### src/rtl/psum_accumulator_if.sv
`default_nettype none
// ============================================================================
//  Module   : psum_accumulator_if
//  Purpose  : Handshake bundle between the int8 adder tree, the partial-sum
//             accumulator and the next layer stage.
//  Signals  : psum_in / psum_valid_in / psum_ready_out  - upstream beat channel
//             bias_in                                   - per-result bias
//             acc_out / acc_valid_out / acc_ready_in    - downstream result
//             sat_out                                   - result was clamped
//  Modports : master - environment side (drives beats, accepts results)
//             slave  - accumulator side
//  Revision : 1.0 - initial release
// ============================================================================
interface psum_accumulator_if;
  logic [7:0] psum_in;
  logic       psum_valid_in;
  logic       psum_ready_out;
  logic [7:0] bias_in;
  logic [7:0] acc_out;
  logic       acc_valid_out;
  logic       acc_ready_in;
  logic       sat_out;

  modport master (
    output psum_in, psum_valid_in, bias_in, acc_ready_in,
    input  psum_ready_out, acc_out, acc_valid_out, sat_out
  );

  modport slave (
    input  psum_in, psum_valid_in, bias_in, acc_ready_in,
    output psum_ready_out, acc_out, acc_valid_out, sat_out
  );
endinterface
`default_nettype wire

### src/rtl/psum_accumulator.sv
`default_nettype none
// ============================================================================
//  Module   : psum_accumulator
//  Purpose  : Accumulates Beats signed int8 partial sums (seeded by a signed
//             int8 bias taken on the first beat), arithmetic-right-shifts the
//             total by Shift, saturates to int8 and offers the result on a
//             valid/ready handshake.
//  Ports    : clk_in  - single clock, rising edge
//             rst_in  - asynchronous active-high reset
//             bus     - psum_accumulator_if.slave handshake bundle
//  Params   : Beats    - partial sums per result (>= 1)
//             AccWidth - accumulator width (>= 9 + clog2(Beats))
//             Shift    - arithmetic right shift before saturation
//  Revision : 1.0 - initial release
// ============================================================================
module psum_accumulator #(
  parameter int Beats    = 4,
  parameter int AccWidth = 16,
  parameter int Shift    = 0
) (
  input  wire logic           clk_in,
  input  wire logic           rst_in,
  psum_accumulator_if.slave   bus
);

  // A one-beat configuration still needs a 1-bit counter to stay legal.
  localparam int                     c_cnt_w   = (Beats > 1) ? $clog2(Beats) : 1;
  localparam logic [c_cnt_w-1:0]     c_last    = c_cnt_w'(Beats - 1);
  localparam logic signed [AccWidth-1:0] c_sat_max = AccWidth'(127);
  localparam logic signed [AccWidth-1:0] c_sat_min = AccWidth'(-128);

  typedef enum logic [0:0] {
    ACCUM  = 1'b0,
    OUTPUT = 1'b1
  } state_t;

  state_t                      r_state;
  logic [c_cnt_w-1:0]          r_count;
  logic signed [AccWidth-1:0]  r_acc;
  logic [7:0]                  r_out;
  logic                        r_sat;

  logic                        w_accept;
  logic                        w_first;
  logic signed [AccWidth-1:0]  w_psum_ext;
  logic signed [AccWidth-1:0]  w_bias_ext;
  logic signed [AccWidth-1:0]  w_base;
  logic signed [AccWidth-1:0]  w_total;
  logic signed [AccWidth-1:0]  w_shifted;
  logic [7:0]                  w_clamped;
  logic                        w_clamp_hit;

  // Ready depends only on the state register, so upstream sees no
  // combinational path from our inputs.
  assign w_accept = bus.psum_valid_in && (r_state == ACCUM);

  // Beat 0 seeds from the bias instead of the running accumulator; this also
  // covers Beats == 1 where every beat is both first and last.
  assign w_first    = (r_count == '0);
  assign w_psum_ext = {{(AccWidth-8){bus.psum_in[7]}}, bus.psum_in};
  assign w_bias_ext = {{(AccWidth-8){bus.bias_in[7]}}, bus.bias_in};
  assign w_base     = w_first ? w_bias_ext : r_acc;
  assign w_total    = w_base + w_psum_ext;

  // >>> on a signed operand rounds toward minus infinity.
  assign w_shifted  = w_total >>> Shift;

  always_comb begin
    w_clamped   = w_shifted[7:0];
    w_clamp_hit = 1'b0;
    if (w_shifted > c_sat_max) begin
      w_clamped   = 8'h7f;
      w_clamp_hit = 1'b1;
    end else if (w_shifted < c_sat_min) begin
      w_clamped   = 8'h80;
      w_clamp_hit = 1'b1;
    end
  end

  always_ff @(posedge clk_in or posedge rst_in) begin
    if (rst_in) begin
      r_state <= ACCUM;
      r_count <= '0;
      r_acc   <= '0;
      r_out   <= '0;
      r_sat   <= 1'b0;
    end else begin
      case (r_state)
        ACCUM: begin
          if (w_accept) begin
            if (r_count == c_last) begin
              // Final beat: the result register is loaded directly from the
              // clamp, so the result is visible one cycle after this beat.
              r_out   <= w_clamped;
              r_sat   <= w_clamp_hit;
              r_count <= '0;
              r_state <= OUTPUT;
            end else begin
              r_acc   <= w_total;
              r_count <= r_count + c_cnt_w'(1);
            end
          end
        end
        OUTPUT: begin
          // Result and saturation flag persist after hand-off until the
          // next final beat overwrites them.
          if (bus.acc_ready_in) begin
            r_state <= ACCUM;
          end
        end
        default: begin
          r_state <= ACCUM;
        end
      endcase
    end
  end

  assign bus.psum_ready_out = (r_state == ACCUM);
  assign bus.acc_valid_out  = (r_state == OUTPUT);
  assign bus.acc_out        = r_out;
  assign bus.sat_out        = r_sat;

endmodule
`default_nettype wire

### src/flat_wrapper.sv
// flat-port wrapper written by rule: the top's interface ports become plain ports
module psum_accumulator_flat 
#(
  parameter int Beats    = 4,
  parameter int AccWidth = 16,
  parameter int Shift    = 0
)
  (clk_in, rst_in, bus_psum_in, bus_psum_valid_in, bus_bias_in, bus_acc_ready_in, bus_psum_ready_out, bus_acc_out, bus_acc_valid_out, bus_sat_out);
  psum_accumulator_if bus_i ();
  input  wire logic clk_in;
  input  wire logic rst_in;
  input wire logic [$bits(bus_i.psum_in)-1:0] bus_psum_in;
  input wire logic [$bits(bus_i.psum_valid_in)-1:0] bus_psum_valid_in;
  input wire logic [$bits(bus_i.bias_in)-1:0] bus_bias_in;
  input wire logic [$bits(bus_i.acc_ready_in)-1:0] bus_acc_ready_in;
  output wire logic [$bits(bus_i.psum_ready_out)-1:0] bus_psum_ready_out;
  output wire logic [$bits(bus_i.acc_out)-1:0] bus_acc_out;
  output wire logic [$bits(bus_i.acc_valid_out)-1:0] bus_acc_valid_out;
  output wire logic [$bits(bus_i.sat_out)-1:0] bus_sat_out;
  assign bus_i.psum_in = bus_psum_in;
  assign bus_i.psum_valid_in = bus_psum_valid_in;
  assign bus_i.bias_in = bus_bias_in;
  assign bus_i.acc_ready_in = bus_acc_ready_in;
  assign bus_psum_ready_out = bus_i.psum_ready_out;
  assign bus_acc_out = bus_i.acc_out;
  assign bus_acc_valid_out = bus_i.acc_valid_out;
  assign bus_sat_out = bus_i.sat_out;
  psum_accumulator #(.Beats(Beats), .AccWidth(AccWidth), .Shift(Shift)) u_core (.clk_in(clk_in), .rst_in(rst_in), .bus(bus_i));
endmodule
### config.mk
export PLATFORM = sky130hd
export DESIGN_NAME = psum_accumulator_flat
export DESIGN_NICKNAME = d
export VERILOG_FILES = /design/src/rtl/psum_accumulator_if.sv /design/src/rtl/psum_accumulator.sv /design/src/flat_wrapper.sv
export SDC_FILE = /design/constraint.sdc
export NUM_CORES = 1
export LEC_CHECK = 0
export CAP_MARGIN = 15
export CORE_ASPECT_RATIO = 0.7
export CORE_UTILIZATION = 40
export DETAILED_ROUTE_END_ITERATION = 16
export SLEW_MARGIN = 5
export SYNTH_ARGS = -nofsm -noshare
export SYNTH_HDL_FRONTEND = slang
export SYNTH_SLANG_ARGS = --single-unit
### constraint.sdc
create_clock -name clk_in -period 9.1 [get_ports clk_in]
set_input_delay 1.365 -clock clk_in [delete_from_list [all_inputs] [get_ports clk_in]]
set_output_delay 1.365 -clock clk_in [all_outputs]
set_load 0.005 [all_outputs]
After elaboration in Yosys (flattened, before gate mapping)
Cells that the tools add are included.
Storage, ports and cells
  flip-flop bits (word level): 28
  bits of input ports: 20
  output and inout port bits: 11
  word-level logic and storage cells: 27
Operators by class
  $add $sub $neg: 2
  $lt $le $gt $ge: 2
  eq/ne operators: 1
  multiplexer cells: 10
  bitwise operators: 2
  reductions and logical operators: 5
Operators by type and width (number)
  $add 16x8->16: 1
  $gt 16x8->1 const B: 1
  $lt 16x8->1 const B: 1
  $mux 16: 1
  $mux 8: 2
  $reduce_and 3->1: 2
  $mux 1: 5
  $add 2x1->2 const B: 1
  $eq 2x2->1 const B: 1
  $logic_not 2->1: 1
  $mux 2: 1
  $not 1->1: 2
  $pmux 1 s2: 1
  $reduce_and 2->1: 1
  $logic_and 1x1->1: 1

Logic depth before layout (Yosys ltp)
Gate-level depths: netlist of run 1.
  depth after elaboration: 6
  depth in mapped cells: 16
  gate-level depth less buffers: 14

Worst setup path before layout of run 1
Ideal clock, no wire load.
  path type: input to register
  start: in bus_bias_in[5]
  end: reg u_core.r_out[0], in the netlist u_core.bus.acc_out[0]
  library setup time: 0.076 ns
  arrival time: 3.640 ns
  required time: 9.024 ns
  path slack: 5.383 ns
  cell stages on the path: 10
  buffers on the path: 0
  cell sequence: mux2_2 ha_1 a21oi_1 nor3b_2 a211oi_1 o41ai_1 xor2_1 o41ai_4 nand2_2 o21ai_1
Between the ends
  cells in the longest elaborated chain, start to end: 5
  elaborated cells between the ends (all ways): 6
  those cells by class: 1 x add/sub; 2 x order compare; 3 x mux
Ends and longest elaborated chain
  start, declared: RTL line flat_wrapper.sv:14  | input wire logic [$bits(bus_i.bias_in)-1:0] bus_bias_in;
  $mux 16 *: RTL line psum_accumulator.sv:62  | assign w_base = w_first ? w_bias_ext : r_acc;
  $add 16x8->16 *: RTL line psum_accumulator.sv:63  | assign w_total = w_base + w_psum_ext;
  $lt 16x8->1: RTL line psum_accumulator.sv:74  | end else if (w_shifted < c_sat_min) begin
  $mux 8: RTL line psum_accumulator.sv:74
  $mux 8 *: RTL line psum_accumulator.sv:71  | if (w_shifted > c_sat_max) begin
  end signal, assigned: RTL line psum_accumulator.sv:94  | r_out <= w_clamped;
  end, declared: RTL line psum_accumulator.sv:40  | logic [7:0] r_out;
Mark *: on every way between the ends. The rest lies on a longest branch, timed or not.
A chain may end at the register's enable or synchronous reset.

Worst setup path in the final report of run 1
  start: in bus_bias_in[7]
  end: reg u_core.r_out[1], in the netlist u_core.bus.acc_out[1]
Same word-level chain as after synthesis.

==> impl_metrics.yaml, run 1 <==
run_status:
  status: "finished, final reports clean"
finish:
  fillCellCount: 510
  n_antenna_cell: 0
  design_area_um2: 2690
  area_growth_pct: 19.6
  drive_gt1_share_pct: 10.6
  nNetsFinal: 313
yosys:
  synth_area_um2: 2250
  syn_avg_cell_area_um2: 8.98
  synth_most_common_cell: "dfrtp_1"
  synth_cell_types: 52
  synthArstFlopShare_pct: 100
  yosysSeqAreaShare_pct: 31.2
  synth_top_area_cell: "dfrtp_1"
  yosys_warnings: 0
  synth_top_area_share_pct: 31.2
  synth_area_leaders: "dfrtp_1 31%, ha_1 9.5%, mux2_2 6.5%, o21ai_0 4.9%, nand2_1 4.0%"
  yosys-top-cells-count: "28 x dfrtp_1, 24 x nand2_1, 22 x o21ai_0"
  synth_enable_flop_cells: 0
  syn_inst: 250
  syn-num-nets: 288
  ys_dominant_reg_cell: "dfrtp_1"
  synth-seq-cells: 28
drt:
  drc_errors: 0
  drtAntennaViolNets: 0
  viasPerCell: 5.36
  drt_first_iter_violations: 100
  routedWlPerCell_um: 14.6
  routed_wirelength_um: 5060
  dr.pass1.iters: 4
  num_vias: 1856
clock_network:
  cts_root_buf: "clkbuf_8"
  cts_buffer_depth: 2
  cts_tree: "yes"
  numCtsBuffers: 3
  postCtsHoldBufs: 0
  insertion_delay_ns: 0.28
  htree_levels: 1
  clock-sinks: 28
  clk_pin_slew_ns: 0.10
  cts.repair.resized: 0
  postCtsSetupBuffers: 0
floorplan:
  die-width_um: 91.6
  coreArea_um2: 5310
  initial_core_util_pct: 42.3
  row_count: 22
  io_pins: 31
  die_height_um: 64.7
  dieArea_um2: 5920
placement:
  dpl_cell_area_um2: 2590
  io_buffers: 30
  gp_routability_congestion: 0.852
  hpwl_um: 3930
worst_setup_path:
  start_kind: "primary input"
  critPathSlowestCell: "nor3_1"
  slowest_delay_ns: 0.61
  endpoint_kind: "register"
  path_max_fanout: 8
  arrival_ns: 4.51
  crit_type: "in2reg"
  crit_chain: "clkdlybuf4s50_1 -> nand2_1 -> o21ai_0 -> ha_1 -> a21oi_1 -> o21bai_1 -> nand4_1 -> and3_1 -> nor3_1 -> a41oi_1 -> nor2b_1 -> o21ai_1"
  required_ns: 9.27
timing:
  fin_tns_setup_ns: 0
  setup_violations: 0
  post-route-period-util_pct: 47.6
  max_slew_margin_pct: 31.6
  rsz0062_at_grt: "no"
  drv_slew: 0
  finalClockSkew_ns: 0.00594
  hold_viol: 0
  max_freq_ghz: 0.231
  fin_crit_ns: 4.33
  worst_pin_slew_ns: 1.03
pwr:
  power_density_nw_per_um2: 440
  leakagePower_nw: 1.17
  irDropWorstVdd_mv: 0.195
global_route:
  grt_overflow: 0
  grt_usage_pct: 18.0
  grt_pass1_wl_um: 8380
  grt_max_degree: 29
  first_global_vias: 1709
  antenna_found_initial: 0
hold_path:
  min_path_type: "reg2reg"
run:
  drv_cap: 0
[critical path, delay by kind of cell]
kind | cells | cell delay (ns)
AND/OR/NAND/NOR | 5 | 1.33
AO/OA/AOI/OAI | 5 | 0.94
adder cells (fa/ha/maj) | 1 | 0.44
buffers and inverters | 1 | 0.41
[cells by family (layout without fill, tap and decap cells)]
group                      count (synthesis)  in the layout  share of synthesized area (%)
AOI/OAI and AO/OA                         76             76                           23.2
adders and majority gates                 18             18                           10.4
xor gates and xnor gates                  12             12                           4.68
DFF                                       28             28                           31.2
buffers and inverters                     29             53                           5.24
and+or+nand+nor                           70             70                           16.8
muxes                                     17             17                           8.52
[cell usage in the layout (no fill, tap or decap), drive strengths merged, types with 3 or more instances in the layout]
cell,synthesis,final
a21o,6,6
xnor2,10,10
or3,3,3
a21oi,17,17
mux2i,3,3
nor2,9,9
mux2,14,14
nand3,9,9
nand2b,7,7
inv,18,18
nand2,25,25
dfrtp,28,28
nand4,4,4
o211ai,4,4
ha,17,17
clkbuf,8,3
o21ai,29,29
clkdlybuf4s50,0,30
o21a,3,3
[registers in the layout, indices dropped and copies added (netlist names)]
| name | count |
|---|---|
| u_core.bus.acc_out | 8 |
| u_core.bus.sat_out | 1 |
| u_core.r_count | 2 |
| u_core.bus.acc_valid_out | 1 |
| u_core.r_acc | 16 |
[power by group]
group	leakage, nW	total [mW]	switching, mW	internal (mW)
registers	0.338	0.216	0.0282	0.188
logic	0.800	0.867	0.495	0.373
clock network	0.0357	0.0989	0.0400	0.0589
[cell type report]
class / count / area, µm² / share of cell area (%)
clock buffers: 3 / 41.3 / 1.54
repair buffers: 31 / 328 / 12.2
well taps: 72 / 90.1 / 3.36
flip-flops and latches: 28 / 701 / 26.1
clock inverters: 1 / 30.0 / 1.12
inverters: 18 / 67.6 / 2.52
multi-input cells: 193 / 1430 / 53.2
[path summary, 6_finish.rpt]
check                                        from                     to  slack, ns  depth (start not counted)
min in group asynchronous                  rst_in      u_core.r_count[1]       1.34                          2
worst min-delay path             u_core.r_acc[10]       u_core.r_acc[10]       0.49                          2
worst max register to register  u_core.r_count[0]  u_core.bus.acc_out[1]       5.05                         14
worst min register to register   u_core.r_acc[10]       u_core.r_acc[10]       0.49                          2
worst max-delay path               bus_bias_in[7]  u_core.bus.acc_out[1]       4.77                         12
max in group asynchronous                  rst_in        u_core.r_acc[1]       7.32                          3
[metrics by stage]
stage                     instances  worst slack [ns]  hold slack, ns  power (mW)  util (%)
final                           346              4.77           0.489        1.18      50.5
after global routing            346              4.49           0.524        1.29      50.5
after CTS                       345              4.76           0.494        1.18      50.0
after detailed placement        341              4.47           0.471        1.08      48.7
after global placement          341              4.50           0.464        1.08      48.7
after floorplan                 250              5.38           0.446       0.876         -
[per-layer routing]
metal  vias up  GRT usage (%)  part of all wire [%]
met1       866           28.4                    53
met5         -              0                     0
met3         4           3.76                   5.6
met2        39           25.3                    41
met4         0           1.98                  0.45
li1        947              -                     -
Note: power is estimated with default switching activity, not from simulation.
==> inputs of run 2 (changes only) <==
Clock period 9.1 ns to 3.6 ns, I/O delays scaled along.
==> impl_metrics.yaml, run 2 (synthesis gave the netlist of run 1 again) <==
worst_setup_path:
  required_ns: 3.81
  endpoint_kind: "register"
  path_max_fanout: 17
  reg2reg_to: "u_core.bus.acc_out[0]"
  start_kind: "register"
  r2r_cells: 14
  crit_type: "reg2reg"
  reg2reg_from: "u_core.r_count[0]"
  rrSetupSlack_ns: 0.12
  arrival_ns: 3.69
timing:
  fin_crit_ns: 3.48
  post-route-period-util_pct: 96.6
  setup_violations: 0
  hold_viol: 0
  finalClockSkew_ns: 0.00616
  fin_tns_setup_ns: 0
  max_freq_ghz: 0.288
  whs_ns: 0.491
  worst_pin_slew_ns: 1.04
  drv_slew: 0
  max_slew_margin_pct: 31.0
placement:
  gp_routability_congestion: 0.842
  hpwl_um: 4270
  io_buffers: 30
clock_network:
  cts_tree: "yes"
  insertion_delay_ns: 0.28
  numCtsBuffers: 3
  cts_buffer_depth: 2
  htree_levels: 1
  cts_root_buf: "clkbuf_8"
  clk_pin_slew_ns: 0.10
  clock-sinks: 28
  postCtsHoldBufs: 0
global_route:
  grt_pass1_wl_um: 9360
  grt_overflow: 0
  first_global_vias: 1905
  grt_max_degree: 29
  grt_usage_pct: 20.1
  antenna_found_initial: 0
finish:
  n_antenna_cell: 0
  fillCellCount: 497
  largest_register_ffs: 16
  area_growth_pct: 32.9
  nNetsFinal: 333
  regMostFlops: "u_core.r_acc"
  register_area_um2: 701
  multi_input_area_um2: 1560
  final_cell_mix: "30 x clkdlybuf4s50_1, 28 x dfrtp_1, 24 x nand2_1"
  final_common_cell: "clkdlybuf4s50_1"
  drive_gt1_share_pct: 23.5
hold_path:
  holdCritStartpoint: "u_core.r_acc[15]"
  holdPathEnd: "u_core.r_acc[15]"
  min_path_type: "reg2reg"
  hold_depth: 2
drt:
  routedWlPerCell_um: 15.9
  drc_errors: 0
  num_vias: 1968
  routed_wirelength_um: 5830
  viasPerCell: 5.38
  dr.pass1.iters: 4
  drt_first_iter_violations: 111
  drtAntennaViolNets: 0
floorplan:
  coreArea_um2: 5310
  die_height_um: 64.7
  initial_core_util_pct: 42.3
  die-width_um: 91.6
  io_pins: 31
  dieArea_um2: 5920
  row_count: 22
run_status:
  status: "finished, final reports clean"
run:
  drv_cap: 0
[run 2: critical path, stage by stage, from the launching register on]
cell and delay (ns):
dfrtp_1 0.39, inv_1 0.10, ha_2 0.21, buf_12 0.15
mux2_2 0.37, ha_1 0.33, a21o_1 0.22, a21oi_2 0.19
a21oi_1 0.13, o311ai_4 0.42, nand4_2 0.18, o41ai_4 0.30
buf_4 0.19, nand2_2 0.08, o21ai_2 0.14
[run 2: layer usage]
metal  share of wire [%]  vias to the layer above  global-route usage, %
li1                    -                      984                      -
met4                0.22                        0                   2.78
met1                  51                      943                   30.8
met3                 5.9                        2                   3.76
met2                  42                       39                   29.8
met5                   0                        -                      0
[run 2: layout make-up]
| class | count | area share (%) |
|---|---|---|
| Clock inverter | 1 | 1.01 |
| Sequential cell | 28 | 23.5 |
| Inverter | 18 | 2.26 |
| Tap cell | 72 | 3.02 |
| Timing Repair Buffer | 51 | 16.4 |
| Clock buffer | 3 | 1.38 |
| Multi-Input combinational cell | 193 | 52.4 |
[run 2: through the flow]
stage	utilization (%)	cells	cell area, µm²	setup WS, ns
after floorplan	-	250	2250	0.198
after global placement	51.0	356	2710	-0.0161
after detailed placement	51.0	356	2710	-0.00915
after CTS	52.4	360	2780	0.0801
after global routing	56.2	366	2980	-0.0423
final	56.2	366	2980	0.122
[run 2: repair_timing]
| action | 4_1_cts | 5_1_grt |
|---|---|---|
| setup buffers | 0 | 5 |
| gates resized for setup | 0 | 27 |
| endpoints found under the setup margin | 0 | 8 |
[run 2: worst max-delay path by stage]
stage                             to  cells after the start              start
2_1_floorplan  u_core.bus.acc_out[6]                     15  u_core.r_count[0]
3_3_place_gp   u_core.bus.acc_out[1]                     11     bus_bias_in[7]
3_5_place_dp   u_core.bus.acc_out[1]                     11     bus_bias_in[7]
4_1_cts        u_core.bus.acc_out[1]                     15  u_core.r_count[0]
5_1_grt        u_core.bus.acc_out[1]                     15  u_core.r_count[1]
6_report       u_core.bus.acc_out[0]                     14  u_core.r_count[0]
Power of run 2 is not shown: default switching activity piles up to over one toggle a cycle in this logic, so the estimate is an artifact.
==> inputs of run 3 (changes only) <==
Settings changed: CTS_BUF_LIST set to sky130_fd_sc_hd__clkbuf_4, CTS_CLUSTER_DIAMETER set to 150.
Clock period 3.6 ns to 3.13 ns, I/O delays scaled along.
==> impl_metrics.yaml, run 3 (synthesis gave the netlist of run 1 again) <==
worst_setup_path:
  start_kind: "register"
  path_max_fanout: 6
  arrival_ns: 3.57
  cpLargestDelayFamily: "compound AO/OA/AOI/OAI gates"
  endpoint_kind: "register"
  critPathBufInv: 3
  critPathSlowestCell: "dfrtp_1"
  required_ns: 3.40
  crit_type: "reg2reg"
  crit_chain: "inv_2 -> ha_4 -> buf_6 -> mux2_4 -> ha_4 -> a21oi_4 -> nor3b_4 -> a211oi_2 -> o41ai_2 -> xor2_2 -> o41ai_4 -> buf_6 -> nand2_4 -> o21ai_1"
  slowest_delay_ns: 0.43
finish:
  final_cell_mix: "44 x buf_4, 30 x clkdlybuf4s50_1, 28 x dfrtp_1"
  final_common_cell: "buf_4"
  fin_cells: 393
  nNetsFinal: 360
  n_antenna_cell: 0
  largest_register_ffs: 16
  drive_gt1_share_pct: 35.5
  design_area_um2: 3310
  regMostFlops: "u_core.r_acc"
  area_growth_pct: 47.2
drt:
  routed_wirelength_um: 5790
  dr.pass1.iters: 4
  drtAntennaViolNets: 0
  drc_errors: 0
  routedWlPerCell_um: 14.7
  num_vias: 2023
  viasPerCell: 5.15
  drt_first_iter_violations: 67
clock_network:
  cts_root_buf: "clkbuf_4"
  htree_levels: 1
  cts_buffer_depth: 2
  clock-sinks: 28
  clk_pin_slew_ns: 0.16
  insertion_delay_ns: 0.34
  postCtsHoldBufs: 0
  numCtsBuffers: 3
  cts_tree: "yes"
floorplan:
  die_height_um: 64.7
  initial_core_util_pct: 42.3
  coreArea_um2: 5310
  io_pins: 31
  die-width_um: 91.6
  dieArea_um2: 5920
  row_count: 22
timing:
  drv_slew: 0
  setup_slack_ns: -0.164
  setup_violations: 8
  hold_viol: 0
  finalClockSkew_ns: 0.00887
  worst_pin_slew_ns: 0.394
  post-route-period-util_pct: 105
  max_freq_ghz: 0.304
  fin_crit_ns: 3.29
  max_slew_margin_pct: 73.7
  rsz0062_at_grt: "yes"
run_status:
  violations: "setup timing"
  status: "complete, but fails checks"
global_route:
  grt_max_degree: 29
  antenna_found_initial: 0
  grt_pass1_wl_um: 9550
  grt_usage_pct: 20.7
  first_global_vias: 1938
  grt_overflow: 0
run:
  drv_cap: 0
placement:
  gp_routability_congestion: 0.807
  dp_cells: 383
  dpl_cell_area_um2: 2960
  hpwl_um: 4420
  io_buffers: 30
  pre_cts_ws_ns: -0.454
hold_path:
  min_path_type: "in2async"
## run 3: changes by cell type in the layout (fill, tap and decap cells not counted), sizes merged
cell	delta
buf	+27
## run 3: per-stage QoR
stage	setup TNS, ns	util [%]	hold WS [ns]
detailed placement	-3.14	55.7	0.470
floorplan	0	-	0.446
global route	-2.13	62.2	0.509
finish	-1.13	62.2	0.469
global placement	-2.70	55.7	0.465
CTS	-1.15	59.7	0.484
## run 3: worst min-delay path: cells and delay by family
kind	cells	cell delay [ns]
buffers and inverters	3	0.77
## run 3: final timing paths
kind	startpoint	endpoint	slack, ns	cells after the start
max	u_core.r_count[0]	u_core.bus.acc_out[2]	-0.16	14
min	rst_in	u_core.r_count[1]	0.47	3
max reg2reg	u_core.r_count[0]	u_core.bus.acc_out[2]	-0.16	14
min reg2reg	u_core.r_acc[1]	u_core.r_acc[1]	0.51	2
max in group asynchronous	rst_in	u_core.r_acc[3]	2.37	3
min in group clk_in	u_core.r_acc[1]	u_core.r_acc[1]	0.51	2
## run 3: what timing repair did
item                       4_1_cts  5_1_grt
setup endpoints to repair       10       11
cloned                           0        0
buffers inserted                 5        2
gates resized for setup         23       25
pin swaps                       17       20
## run 3: final cells by class
class	count	area (µm²)
repair buffers	78	679
clock inverters	1	30.0
inverters	18	67.6
fillers	450	2010
well taps	72	90.1
clock buffers	3	22.5
multi-input cells	193	1720
flip-flops and latches	28	701
## run 3: metal layers
layer	track usage, %	vias to the layer above	wire length (µm)
met1	30.7	943	3050
met5	0	-	0
met4	1.98	0	10
li1	-	1044	-
met2	32.4	34	2520
met3	3.52	2	210
Power of run 3 is left out for the same reason.
